**src/rtl/seq_chunk_adder_if.sv**
```systemverilog
// rtl/seq_chunk_adder_if.sv - operand/result handshake bundle for seq_chunk_adder
interface seq_chunk_adder_if #(
    parameter int WIDTH = 32
);
    logic             in_valid;
    logic             in_ready;
    logic [WIDTH-1:0] a;
    logic [WIDTH-1:0] b;
    logic             cin;
    logic             sub;
    logic             out_valid;
    logic             out_ready;
    logic [WIDTH-1:0] s;
    logic             cout;
    logic             ovf;

    modport master (
        output in_valid, a, b, cin, sub, out_ready,
        input  in_ready, out_valid, s, cout, ovf
    );

    modport slave (
        input  in_valid, a, b, cin, sub, out_ready,
        output in_ready, out_valid, s, cout, ovf
    );
endinterface

```
**src/rtl/seq_chunk_adder.sv**
```systemverilog
// rtl/seq_chunk_adder.sv - chunk-serial add/subtract with registered inter-chunk carry
module seq_chunk_adder #(
    parameter int WIDTH = 32,
    parameter int CHUNK = 8
) (
    input  logic           clk_i,
    input  logic           rst_ni,
    seq_chunk_adder_if.slave bus
);
    localparam int NCHUNK = WIDTH / CHUNK;
    localparam int CW     = (NCHUNK > 1) ? $clog2(NCHUNK) : 1;
    localparam logic [CW-1:0] LAST = CW'(NCHUNK - 1);

    localparam logic [1:0] IDLE = 2'd0;
    localparam logic [1:0] CALC = 2'd1;
    localparam logic [1:0] DONE = 2'd2;

    logic [1:0]       state_q, state_d;
    logic [WIDTH-1:0] a_q, a_d;
    logic [WIDTH-1:0] b_q, b_d;
    logic [WIDTH-1:0] s_q, s_d;
    logic             carry_q, carry_d;
    logic [CW-1:0]    cnt_q, cnt_d;
    logic             cout_q, cout_d;
    logic             ovf_q, ovf_d;

    logic [CHUNK-1:0] a_ch;
    logic [CHUNK-1:0] b_ch;
    logic [CHUNK:0]   chunk_sum;
    logic             c_msb;

    always_comb begin
        a_ch      = a_q[int'(cnt_q) * CHUNK +: CHUNK];
        b_ch      = b_q[int'(cnt_q) * CHUNK +: CHUNK];
        chunk_sum = {1'b0, a_ch} + {1'b0, b_ch} + {{CHUNK{1'b0}}, carry_q};
        // Carry into the chunk's top bit, recovered from its sum bit and operands.
        c_msb     = chunk_sum[CHUNK-1] ^ a_ch[CHUNK-1] ^ b_ch[CHUNK-1];
    end

    always_comb begin
        state_d = state_q;
        a_d     = a_q;
        b_d     = b_q;
        s_d     = s_q;
        carry_d = carry_q;
        cnt_d   = cnt_q;
        cout_d  = cout_q;
        ovf_d   = ovf_q;
        case (state_q)
            IDLE: begin
                if (bus.in_valid) begin
                    a_d     = bus.a;
                    b_d     = bus.sub ? ~bus.b : bus.b;
                    carry_d = bus.sub ^ bus.cin;
                    cnt_d   = '0;
                    state_d = CALC;
                end
            end
            CALC: begin
                s_d[int'(cnt_q) * CHUNK +: CHUNK] = chunk_sum[CHUNK-1:0];
                carry_d = chunk_sum[CHUNK];
                cnt_d   = cnt_q + CW'(1);
                if (cnt_q == LAST) begin
                    cout_d  = chunk_sum[CHUNK];
                    ovf_d   = c_msb ^ chunk_sum[CHUNK];
                    state_d = DONE;
                end
            end
            DONE: begin
                if (bus.out_ready) begin
                    state_d = IDLE;
                end
            end
            default: state_d = IDLE;
        endcase
    end

    always_ff @(posedge clk_i or negedge rst_ni) begin
        if (!rst_ni) begin
            state_q <= IDLE;
            a_q     <= '0;
            b_q     <= '0;
            s_q     <= '0;
            carry_q <= 1'b0;
            cnt_q   <= '0;
            cout_q  <= 1'b0;
            ovf_q   <= 1'b0;
        end else begin
            state_q <= state_d;
            a_q     <= a_d;
            b_q     <= b_d;
            s_q     <= s_d;
            carry_q <= carry_d;
            cnt_q   <= cnt_d;
            cout_q  <= cout_d;
            ovf_q   <= ovf_d;
        end
    end

    assign bus.in_ready  = (state_q == IDLE);
    assign bus.out_valid = (state_q == DONE);
    assign bus.s         = s_q;
    assign bus.cout      = cout_q;
    assign bus.ovf       = ovf_q;
endmodule

```
**src/flat_wrapper.sv**
```systemverilog
// flat-port wrapper written by rule: the top's interface ports become plain ports
module seq_chunk_adder_flat 
#(
    parameter int WIDTH = 32,
    parameter int CHUNK = 8
)
  (clk_i, rst_ni, bus_in_valid, bus_a, bus_b, bus_cin, bus_sub, bus_out_ready, bus_in_ready, bus_out_valid, bus_s, bus_cout, bus_ovf);
  seq_chunk_adder_if #(.WIDTH(WIDTH)) bus_i ();
  input  logic clk_i;
  input  logic rst_ni;
  input wire logic [$bits(bus_i.in_valid)-1:0] bus_in_valid;
  input wire logic [$bits(bus_i.a)-1:0] bus_a;
  input wire logic [$bits(bus_i.b)-1:0] bus_b;
  input wire logic [$bits(bus_i.cin)-1:0] bus_cin;
  input wire logic [$bits(bus_i.sub)-1:0] bus_sub;
  input wire logic [$bits(bus_i.out_ready)-1:0] bus_out_ready;
  output wire logic [$bits(bus_i.in_ready)-1:0] bus_in_ready;
  output wire logic [$bits(bus_i.out_valid)-1:0] bus_out_valid;
  output wire logic [$bits(bus_i.s)-1:0] bus_s;
  output wire logic [$bits(bus_i.cout)-1:0] bus_cout;
  output wire logic [$bits(bus_i.ovf)-1:0] bus_ovf;
  assign bus_i.in_valid = bus_in_valid;
  assign bus_i.a = bus_a;
  assign bus_i.b = bus_b;
  assign bus_i.cin = bus_cin;
  assign bus_i.sub = bus_sub;
  assign bus_i.out_ready = bus_out_ready;
  assign bus_in_ready = bus_i.in_ready;
  assign bus_out_valid = bus_i.out_valid;
  assign bus_s = bus_i.s;
  assign bus_cout = bus_i.cout;
  assign bus_ovf = bus_i.ovf;
  seq_chunk_adder #(.WIDTH(WIDTH), .CHUNK(CHUNK)) u_core (.clk_i(clk_i), .rst_ni(rst_ni), .bus(bus_i));
endmodule
```
**config.mk**
```make
export PLATFORM = sky130hd
export DESIGN_NAME = seq_chunk_adder_flat
export DESIGN_NICKNAME = d
export VERILOG_FILES = /design/src/rtl/seq_chunk_adder_if.sv /design/src/rtl/seq_chunk_adder.sv /design/src/flat_wrapper.sv
export SDC_FILE = /design/constraint.sdc
export NUM_CORES = 1
export LEC_CHECK = 0
export BUFFER_PORTS_ARGS = -buffer_cell sky130_fd_sc_hd__buf_4
export CAP_MARGIN = 10
export CORE_MARGIN = 2
export CORE_UTILIZATION = 45
export DETAILED_ROUTE_END_ITERATION = 10
export GPL_TIMING_DRIVEN = 0
export PLACE_DENSITY_LB_ADDON = 0.12
export SETUP_SLACK_MARGIN = 0.3
export SLEW_MARGIN = 20
export SYNTH_ARGS = -nofsm -noshare
export SYNTH_HDL_FRONTEND = slang
export SYNTH_SLANG_ARGS = --single-unit
```
**constraint.sdc**
```tcl
create_clock -name clk_i -period 4.68 [get_ports clk_i]
set_input_delay 0.936 -clock clk_i [delete_from_list [all_inputs] [get_ports clk_i]]
set_output_delay 0.936 -clock clk_i [all_outputs]
set_load 0.02 [all_outputs]
```
# Word level (Yosys, flattened, before mapping)
# Cells that the tools add are included.
[classes]
magnitude_cmp = 0
mul = 0
shift = 4
eq_ne = 6
mux = 10
n_reduce_logical = 6
n_addsub = 4
div = 0
n_bitwise = 5
[ops]
columns = ["op", "count"]
rows = [
  ["$shiftx A32 B6 Y8", 2],
  ["$neg A5 Y33", 1],
  ["$shift A8 B33 Y32 const A", 1],
  ["$shiftx A8 B33 Y32", 1],
  ["$bwmux W32", 1],
  ["$mux W32", 1],
  ["$not A32 Y32", 1],
  ["$add A8 B8 Y9", 1],
  ["$add A9 B1 Y9", 1],
  ["$mux W2", 4],
  ["$pmux W2 S3", 1],
  ["$reduce_and A2 Y1", 3],
  ["$eq A2 B2 Y1 const B", 2],
  ["$ne A2 B2 Y1 const B", 2],
  ["$pmux W2 S2", 1],
  ["$xor A1 B1 Y1", 4],
  ["$reduce_and A3 Y1", 1],
  ["$add A2 B1 Y2 const B", 1],
  ["$eq A2 B1 Y1 const B", 1],
  ["$logic_not A2 Y1", 1],
  ["$ne A2 B1 Y1 const B", 1],
  ["$pmux W1 S2", 1],
  ["$reduce_bool A2 Y1", 1],
  ["$mux W1", 1],
]
[word_totals]
mem_bits_ro = 0
out_inout_bits = 36
mem_count = 0
ram_bits = 0
latchBits = 0
word_cells = 43
register_bits = 103

# Logic depth before layout (Yosys ltp)
# Gate-level depths: netlist of the first run.
[logic_depth]
depth_word = 6
mapped_depth = 12
ltp_nobuf = 10

# Worst setup path before layout of the first run
# OpenSTA, ideal clock, no wires.
[synth_timing]
path_kind = "reg2reg"
from = "reg u_core.cnt_q[0]"
to = "reg u_core.ovf_q (netlist: u_core.bus.ovf)"
synth_period_minus_slack_ps = 3483
slack_ps = 1197
arrival_time_ps = 3407
required_ps = 4604
path_buffers = 2
path_stages_with_launch = 13
setup_ps = 76
cell_sequence = "dfrtp_1 -> buf_2 -> buf_2 -> mux4_2 -> fa_1 -> inv_1 -> fa_1 -> nor2b_1 -> o21a_1 -> a31o_1 -> a31oi_2 -> xnor3_1 -> o21ai_1"
[synth_between]
elab_chain_cells = 6
elab_cells_between_ends = 9
[synth_rtl]
columns = ["item", "line", "source"]
rows = [
  ["start, declared", "seq_chunk_adder.sv:23", "logic [CW-1:0] cnt_q, cnt_d;"],
  ["start signal, assigned", "seq_chunk_adder.sv:94", "cnt_q <= cnt_d;"],
  ["$shiftx A32 B6 Y8, on equally long branches", "seq_chunk_adder.sv:33, seq_chunk_adder.sv:34", ""],
  ["$add A8 B8 Y9", "seq_chunk_adder.sv:35", "chunk_sum = {1'b0, a_ch} + {1'b0, b_ch} + {{CHUNK{1'b0}}, carry_q};"],
  ["$add A9 B1 Y9", "seq_chunk_adder.sv:35", ""],
  ["$xor A1 B1 Y1 (2 in a row)", "seq_chunk_adder.sv:37", "c_msb = chunk_sum[CHUNK-1] ^ a_ch[CHUNK-1] ^ b_ch[CHUNK-1];"],
  ["$xor A1 B1 Y1", "seq_chunk_adder.sv:65", "ovf_d = c_msb ^ chunk_sum[CHUNK];"],
  ["end signal, assigned", "seq_chunk_adder.sv:96", "ovf_q <= ovf_d;"],
  ["end, declared", "seq_chunk_adder.sv:25", "logic ovf_q, ovf_d;"],
]
# Parallel ways exist; a longest one is shown, timed or not.
# A chain may end at the register's enable or synchronous reset.

# Worst setup path in the final report of the first run
# Same ends and word-level chain as after synthesis.

==> results of run 1 <==
## per-layer routing
layer,GRT usage [%],wire length [um]
met5,0,0
met4,7.05,184
met3,3.19,578
met2,33.0,5640
met1,29.2,5160
## cells in the final DEF (no fill, tap or decap), types with 3 or more instances in the layout
master and instances:
clkbuf_1 20, nor2b_1 4, buf_2 3, nand3_1 3, nor2_1 10, mux4_2 16
buf_4 103, o21ai_0 41, nand4_1 3, dfrtp_1 103, nand2b_1 3, xnor2_1 37
o21ai_1 5, clkbuf_8 11, ha_1 13, nand2_1 148, inv_1 7, a22o_1 24
## cell type report
cell class,instances,area [um2]
Fill cell,1006,4670
Sequential cell,103,2580
Multi-Input combinational cell,331,2210
Timing Repair Buffer,104,785
Tap cell,140,175
Clock buffer,12,155
Buffer,24,93.8
Clock inverter,4,53.8
Inverter,7,26.3
## worst reg2reg max path: stages, from the launching register on
cell	delay, ns
dfrtp_1	0.54
buf_2	0.37
buf_2	0.40
mux4_2	0.60
fa_1	0.45
inv_1	0.10
fa_1	0.21
nor2b_1	0.06
o21a_1	0.18
a31o_1	0.26
a31oi_2	0.29
xnor3_1	0.35
o21ai_1	0.13
## worst max-delay path by stage
stage / depth (start not counted) / endpoint
after floorplan: 12 / u_core.bus.ovf
after global placement: 12 / u_core.bus.ovf
after detailed placement: 12 / u_core.bus.ovf
after CTS: 12 / u_core.bus.ovf
after global routing: 12 / u_core.bus.ovf
final: 12 / u_core.bus.ovf
## power by group through the flow
stage	clock (uW)	sequential, uW	combinational [uW]
final	583	1470	2650
after global routing	621	1520	2940
after CTS	590	1470	2670
after detailed placement	0	1490	2660
after global placement	0	1470	2610
after floorplan	0	1530	1820
## registers in the layout (all words and copies together), names as in the netlist
register,flops
u_core.state_q,2
u_core.carry_q,1
u_core.bus.cout,1
u_core.a_q,32
u_core.bus.s,32
u_core.bus.ovf,1
u_core.cnt_q,2
u_core.b_q,32
## logic make-up after synthesis
group	Yosys count	share of synthesized area [%]
AND/OR/NAND/NOR	178	14.8
flip-flops	103	52.5
AO/OA/AOI/OAI	82	11.4
XOR/XNOR	40	7.41
buffers and inverters	31	2.45
multiplexers	16	7.34
adder cells (fa/ha/maj)	15	4.13
## metrics by stage
step / power, uW / util (%) / cell area (um2) / instances
floorplan: 3350 / - / 4910 / 465
global placement: 4090 / 54.6 / 5870 / 709
detailed placement: 4150 / 54.6 / 5870 / 709
CTS: 4730 / 56.6 / 6080 / 725
global route: 5080 / 56.6 / 6080 / 725
finish: 4700 / 56.6 / 6080 / 725
==> flow_summary.toml, run 1 <==
[outcome]
status = "completed"

[sta]
holdWs_ns = 0.478
tns_ns = 0
timing.final.crit_period_ns = 4.00
fin_ws_ns = 0.681
relSlewSlack_pct = 38.4
clock_skew_ns = 0.0184
setup_violations = 0
rsz0062_at_grt = "false"
tightest_slew_ns = 0.924
max_freq_mhz = 250
slew_violations = 0
period_share_pct = 85.4
hold_viol = 0

[synthesis]
synth_nets = 550
ys_top_cells_by_count = "nand2_1 (148), dfrtp_1 (103), o21ai_0 (41), xnor2_1 (37), a22o_1 (24)"
yosysMostFrequentCell = "nand2_1"
ys_seq_elements = 103
syn_inst = 465
async_reset_ff_share_pct = 100
yosysWarnings = 0
syn_area_per_cell_um2 = 10.6
synth_edf_count = 0
ys_seq_area_share_pct = 52.5
ys_top_cells_by_area = "dfrtp_1 (52%), nand2_1 (11%), mux4_2 (7.3%)"
yosysUniqueCellTypes = 38
yosysTopAreaCellShare_pct = 52.5
synth_area_um2 = 4910
yosysTopAreaCell = "dfrtp_1"
synthFlopType = "dfrtp_1"

[clocking]
ctsResizeCount = 0
hold_buffers = 0
clk_pin_slew_worst_paths_ns = 0.10
ctsHtreeMaxLevel = 3
cts_tree = "done"
cts_buffers = 9
cts_num_sinks = 103
cts_setup_buffers = 0
clock_path_buffers = 2
clk_latency_ns = 0.38
cts_root_buf = "clkbuf_8"

[setup_path]
cp.arrival_ns = 4.30
r2r-start = "u_core.cnt_q[0]"
end_kind = "register"
cp.required_ns = 4.98
path_buf_inv = 3
max_stage_delay_ns = 0.59
r2r_end = "u_core.bus.ovf"
r2r_slack_ns = 0.68
worstSetupStartpointType = "register"
startpoint = "u_core.cnt_q[0]"
critical_path_peak_fanout = 10
slowest_stage = "mux4_2"
crit_chain = "buf_2, buf_2, mux4_2, fa_1, inv_1, fa_1, nor2b_1, o21a_1, a31o_1, a31oi_2, xnor3_1, o21ai_1"
reg2reg_depth = 12
worstSetupPathType = "register to register"
crit_family = "buffers and inverters"

[pwr]
combPwrFrac_pct = 56.3
ir_worst_vdd_v = 0.000398
clkPwrFrac_pct = 12.4
power.internal_uw = 2660
power_leakage_uw = 0.00296
p_sw_uw = 2040
power_density_nw_per_um2 = 773
seqPwrFrac_pct = 31.3
swShare_pct = 43.4

[routing]
antenna_left = 0
firstDrtPassIters = 4
finalWirelength_mm = 11.6
wl_per_cell_um = 15.9
vias = 3746
viasPerCell = 5.17
drc = 0
drtIter0Drc = 155

[die]
die_y_um = 108
rows = 38
initial_utilization_pct = 45.7
design.core.area_um2 = 10700
ioPinCount = 106
die_w_um = 108
fp.dieArea_um2 = 11800

[place]
gp_congestion = 0.810
dp_slack_ns = 0.607
io_buffers = 104
dp_hpwl_mm = 8.64

[global_route]
grt_max_degree = 104
antenna_found_initial = 0
first_global_vias = 3652
grt_pass1_wl_mm = 18.5
gr-total-overflow = 0
track_usage_pct = 20.8

[hold_path]
hp-start = "u_core.a_q[23]"
holdPathEnd = "u_core.a_q[23]"
holdPathStages = 2
min_path_type = "register to register"

[final_layout]
drive_gt1_share_pct = 24.6
nets = 665
synthToLayoutAreaGrowth_pct = 23.8
diodes = 0

[run]
maxCapViolations = 0
Power figures use the tool's default switching activity.
==> inputs of run 2 (changes only) <==
ABC_AREA = 1   (was not set)
==> flow_summary.toml, run 2 <==
[final_layout]
multi_input_area_um2 = 2400
final_common_cell = "nand2_1"
nets = 824
stdcell_count = 887
nFillCells = 1081
synthToLayoutAreaGrowth_pct = 23.5
final_cell_mix = "nand2_1 (196), buf_4 (106), dfrtp_1 (103)"
regArea_um2 = 2580
drive_gt1_share_pct = 23.8
diodes = 0

[die]
initial_utilization_pct = 46.1
die_w_um = 112
fp.dieArea_um2 = 12600
rows = 39
die_y_um = 112
ioPinCount = 106
design.core.area_um2 = 11500

[sta]
relSlewSlack_pct = 38.5
setup_violations = 0
tns_ns = 0
hold_viol = 0
tightest_slew_ns = 0.923
timing.final.crit_period_ns = 3.26
rsz0062_at_grt = "false"
period_share_pct = 69.6
max_freq_mhz = 307
clock_skew_ns = 0.0117
slew_violations = 0

[routing]
firstDrtPassIters = 5
wl_met1_mm = 5.96
viasPerCell = 5.16
wl_met2_mm = 7.26
dr.max_layer_used = "met4"
drc = 0
wl_per_cell_um = 16.0
vias = 4579
antenna_left = 0
finalWirelength_mm = 14.2
drtIter0Drc = 359
met3_length_um = 600

[outcome]
status = "completed"

[global_route]
first_global_vias = 4644
gr-total-overflow = 0
grt_pass1_wl_mm = 22.9
grt_max_degree = 104
track_usage_pct = 23.1
antenna_found_initial = 0

[synthesis]
synth_area_um2 = 5290
synth_nets = 709
ys_top_cells_by_area = "dfrtp_1 (49%), nand2_1 (14%), o21ai_0 (7.9%)"
async_reset_ff_share_pct = 100
synth_mux_area_share_pct = 0
ys_seq_area_share_pct = 48.7
yosysMostFrequentCell = "nand2_1"
synthSimpleGateAreaFrac_pct = 21.8
syn_area_per_cell_um2 = 8.47
synth_top_family_by_area = "simple AND/OR/NAND/NOR gates"
synth_compound_gate_area_share_pct = 13.6
synth_fa_ha_area_share_pct = 3.83
yosysTopAreaCellShare_pct = 48.7
ys_top_cells_by_count = "nand2_1 (196), dfrtp_1 (103), o21ai_0 (83), xnor2_1 (36), nor2_1 (30)"
yosysTopAreaCell = "dfrtp_1"
ys_seq_elements = 103
yosysWarnings = 0
synth-xor-area-share_pct = 6.13
yosysUniqueCellTypes = 37
synth_edf_count = 0
syn_inst = 624
synthFlopType = "dfrtp_1"

[clocking]
cts_root_buf = "clkbuf_16"
ctsHtreeMaxLevel = 3
clk_latency_ns = 0.35
clock_path_buffers = 2
cts_tree = "done"
hold_buffers = 0
cts_setup_buffers = 0
cts_buffers = 9
clk_pin_slew_worst_paths_ns = 0.08
cts_num_sinks = 103
ctsResizeCount = 0

[setup_path]
worstSetupPathType = "register to register"
cp.required_ns = 4.93
r2r_slack_ns = 1.42
cp.arrival_ns = 3.50
worstSetupStartpointType = "register"
r2r_end = "u_core.bus.ovf"
critical_path_peak_fanout = 10
reg2reg_depth = 16
r2r-start = "u_core.cnt_q[0]"
end_kind = "register"

[place]
gp_congestion = 0.856
dp_hpwl_mm = 10.8
dp_cells = 871
io_buffers = 104

[pwr]
ir_worst_vdd_v = 0.000459
power_density_nw_per_um2 = 817
power_leakage_uw = 0.00327

[hold_path]
min_path_type = "register to register"
holdPathStages = 2
hp-start = "u_core.bus.s[13]"
holdPathEnd = "u_core.bus.s[13]"

[run]
maxCapViolations = 0
-- run 2: changes by cell type in the layout (fill, tap and decap cells not counted), moves of 11 or more --
cell,delta
nand2_1,+48
inv_1,+20
clkbuf_1,-11
mux4_2,-16
o21ai_0,+42
o22ai_1,+12
clkbuf_8,-11
nor2_1,+20
a22o_1,-24
nand3_1,+14
nand2_2,+12
buf_2,+14
-- run 2: critical path, stage by stage, from the launching register on --
cell	delay (ns)
dfrtp_1	0.43
buf_6	0.17
inv_6	0.10
clkbuf_1	0.39
o21ai_0	0.18
o22ai_1	0.27
fa_1	0.27
inv_1	0.07
fa_1	0.46
inv_1	0.09
nand3_1	0.06
nand2_1	0.11
nand4_1	0.10
nand3_1	0.18
nand3_1	0.10
nand3_1	0.11
nand2_1	0.05
-- run 2: worst max-delay path by stage --
stage / startpoint / end / slack, ns / cells after the start
floorplan: u_core.cnt_q[1] / u_core.bus.ovf / 2.12 / 17
global placement: u_core.cnt_q[1] / u_core.bus.ovf / 1.53 / 17
detailed placement: u_core.cnt_q[0] / u_core.bus.ovf / 1.42 / 16
CTS: u_core.cnt_q[0] / u_core.bus.ovf / 1.45 / 16
global route: u_core.cnt_q[0] / u_core.bus.ovf / 1.23 / 16
finish: u_core.cnt_q[0] / u_core.bus.ovf / 1.42 / 16
-- run 2: where the power goes --
group          switching [uW]  internal (uW)  total, uW
Clock                     360            370        730
Combinational            1990           1080       3070
Sequential                268           1270       1540
-- run 2: cells by family (layout without fill, tap and decap cells) --
group | after synthesis | in the layout
flops | 103 | 103
compound gates | 129 | 129
buf+inv | 67 | 187
simple gates | 273 | 273
xor+xnor | 37 | 37
fa+ha+maj | 15 | 15
-- run 2: metrics by stage --
step	instance area, um2	util (%)	worst slack [ns]	total power, uW	hold slack [ns]
final	6530	57.0	1.42	5340	0.485
after global routing	6530	57.0	1.23	5820	0.499
after global placement	6250	54.5	1.53	4550	0.468
after floorplan	5290	-	2.12	3630	0.444
after detailed placement	6250	54.5	1.42	4620	0.471
after CTS	6530	57.0	1.45	5350	0.487
-- run 2: area by class of cell --
| type | count | area share (%) |
|---|---|---|
| flip-flops and latches | 103 | 39.5 |
| clock inverters | 6 | 0.804 |
| repair buffers | 104 | 12.0 |
| plain buffers | 32 | 2.68 |
| inverters | 35 | 2.09 |
| clock buffers | 10 | 3.51 |
| multi-input cells | 454 | 36.7 |
| well taps | 143 | 2.74 |
-- run 2: per-layer routing --
layer  global-route usage [%]  up-vias
met2                     41.6      141
met3                     3.51       23
met5                        0        -
met1                     28.3     2158
li1                         -     2257
met4                     7.89        0
==> inputs of run 3 (changes only) <==
clock period = 3 ns   (was 4.68 ns; I/O delays follow)
==> flow_summary.toml, run 3 (synthesis gave the netlist of run 2 again) <==
[clocking]
cts_buffers = 9
cts_num_sinks = 103
ctsHtreeMaxLevel = 3
clk_latency_ns = 0.35
cts_root_buf = "clkbuf_16"
clock_path_buffers = 2
hold_buffers = 0
cts_tree = "done"
clk_pin_slew_worst_paths_ns = 0.07

[sta]
tns_ns = 0
rsz0062_at_grt = "true"
setup_violations = 0
tightest_slew_ns = 0.967
holdWs_ns = 0.297
relSlewSlack_pct = 35.5
clock_skew_ns = 0.0100
max_freq_mhz = 383
period_share_pct = 87.0
hold_viol = 0
timing.final.crit_period_ns = 2.61
slew_violations = 0

[final_layout]
nFillCells = 1068
drive_gt1_share_pct = 27.3
nets = 837
fin_util_pct = 59.0
synthToLayoutAreaGrowth_pct = 27.9
diodes = 0
final_common_cell = "nand2_1"
final_cell_mix = "nand2_1 (195), buf_4 (118), dfrtp_1 (103)"

[routing]
wl_met1_mm = 5.98
dr.max_layer_used = "met4"
drc = 0
vias = 4630
drtIter0Drc = 371
viasPerCell = 5.14
finalWirelength_mm = 14.2
firstDrtPassIters = 5
wl_per_cell_um = 15.8
antenna_left = 0
wl_met2_mm = 7.36
met3_length_um = 512

[die]
initial_utilization_pct = 46.1
die_w_um = 112
rows = 39
ioPinCount = 106
die_y_um = 112
fp.dieArea_um2 = 12600
design.core.area_um2 = 11500

[setup_path]
critical_path_peak_fanout = 10
worstSetupStartpointType = "register"
cp.required_ns = 3.25
worstSetupPathType = "register to register"
cp.arrival_ns = 2.86
end_kind = "register"

[global_route]
track_usage_pct = 23.4
first_global_vias = 4704
grt_max_degree = 104
antenna_found_initial = 0
gr-total-overflow = 0
grt_pass1_wl_mm = 23.2

[place]
io_buffers = 104
dp_hpwl_mm = 10.8
gp_congestion = 0.856

[run]
maxCapViolations = 0

[pwr]
power_uw = 8770
power_leakage_uw = 0.00338
ir_worst_vdd_v = 0.000703
power_density_nw_per_um2 = 1300

[hold_path]
min_path_type = "input pin to async pin"

[outcome]
status = "completed"
## run 3: layout make-up
type	instances	area [um2]	share of cell area (%)
plain buffers	32	245	3.63
repair buffers	117	895	13.2
well taps	143	179	2.65
inverters	35	139	2.05
flip-flops and latches	103	2580	38.1
clock inverters	6	52.6	0.777
clock buffers	10	229	3.39
multi-input cells	454	2440	36.1
## run 3: what timing repair did
item | in CTS | in global routing
buffers inserted | 6 | 7
endpoints found under the setup margin | 23 | 21
pin swaps | 3 | 6
gates resized for setup | 30 | 10
## run 3: path summary, 6_finish.rpt
kind / slack (ns) / start / depth (start not counted) / end
max: 0.39 / u_core.cnt_q[0] / 16 / u_core.bus.ovf
min: 0.30 / rst_ni / 1 / u_core.bus.s[2]
max reg2reg: 0.39 / u_core.cnt_q[0] / 16 / u_core.bus.ovf
min reg2reg: 0.49 / u_core.bus.s[13] / 2 / u_core.bus.s[13]
max in group asynchronous: 1.98 / rst_ni / 1 / u_core.a_q[30]
min in group clk_i: 0.41 / bus_out_ready / 2 / u_core.state_q[1]
## run 3: power by group
group | leakage [uW] | internal, uW | switching [uW]
registers | 0.00132 | 1980 | 417
clock network | 0.000132 | 577 | 551
logic | 0.00193 | 2010 | 3240
total | 0.00338 | 4570 | 4210
## run 3: metrics by stage
step                      setup slack, ns  cell area [um2]  cells
final                               0.390             6760    900
after detailed placement           -0.258             6250    871
after global routing                0.234             6760    900
after floorplan                     0.437             5290    624
after global placement             -0.153             6250    871
after CTS                           0.308             6680    893
## run 3: metal layers
metal  GRT usage [%]  up-vias
met5               0        -
met4            8.46        0
met3            3.56       22
met2            42.2      117
met1            28.5     2197
li1                -     2294
## run 3: critical path, cell delays in order, from the launching register on
cell and delay [ns]:
dfrtp_1 0.40, buf_6 0.15, buf_6 0.14, buf_6 0.15, nor2_2 0.13, o22ai_2 0.12, fa_2 0.39, inv_2 0.07
fa_2 0.21, inv_2 0.04, nand3_1 0.07, nand2_2 0.08, nand4_1 0.10, nand3_2 0.11, nand3b_1 0.19, nand3_2 0.08
nand2_1 0.05
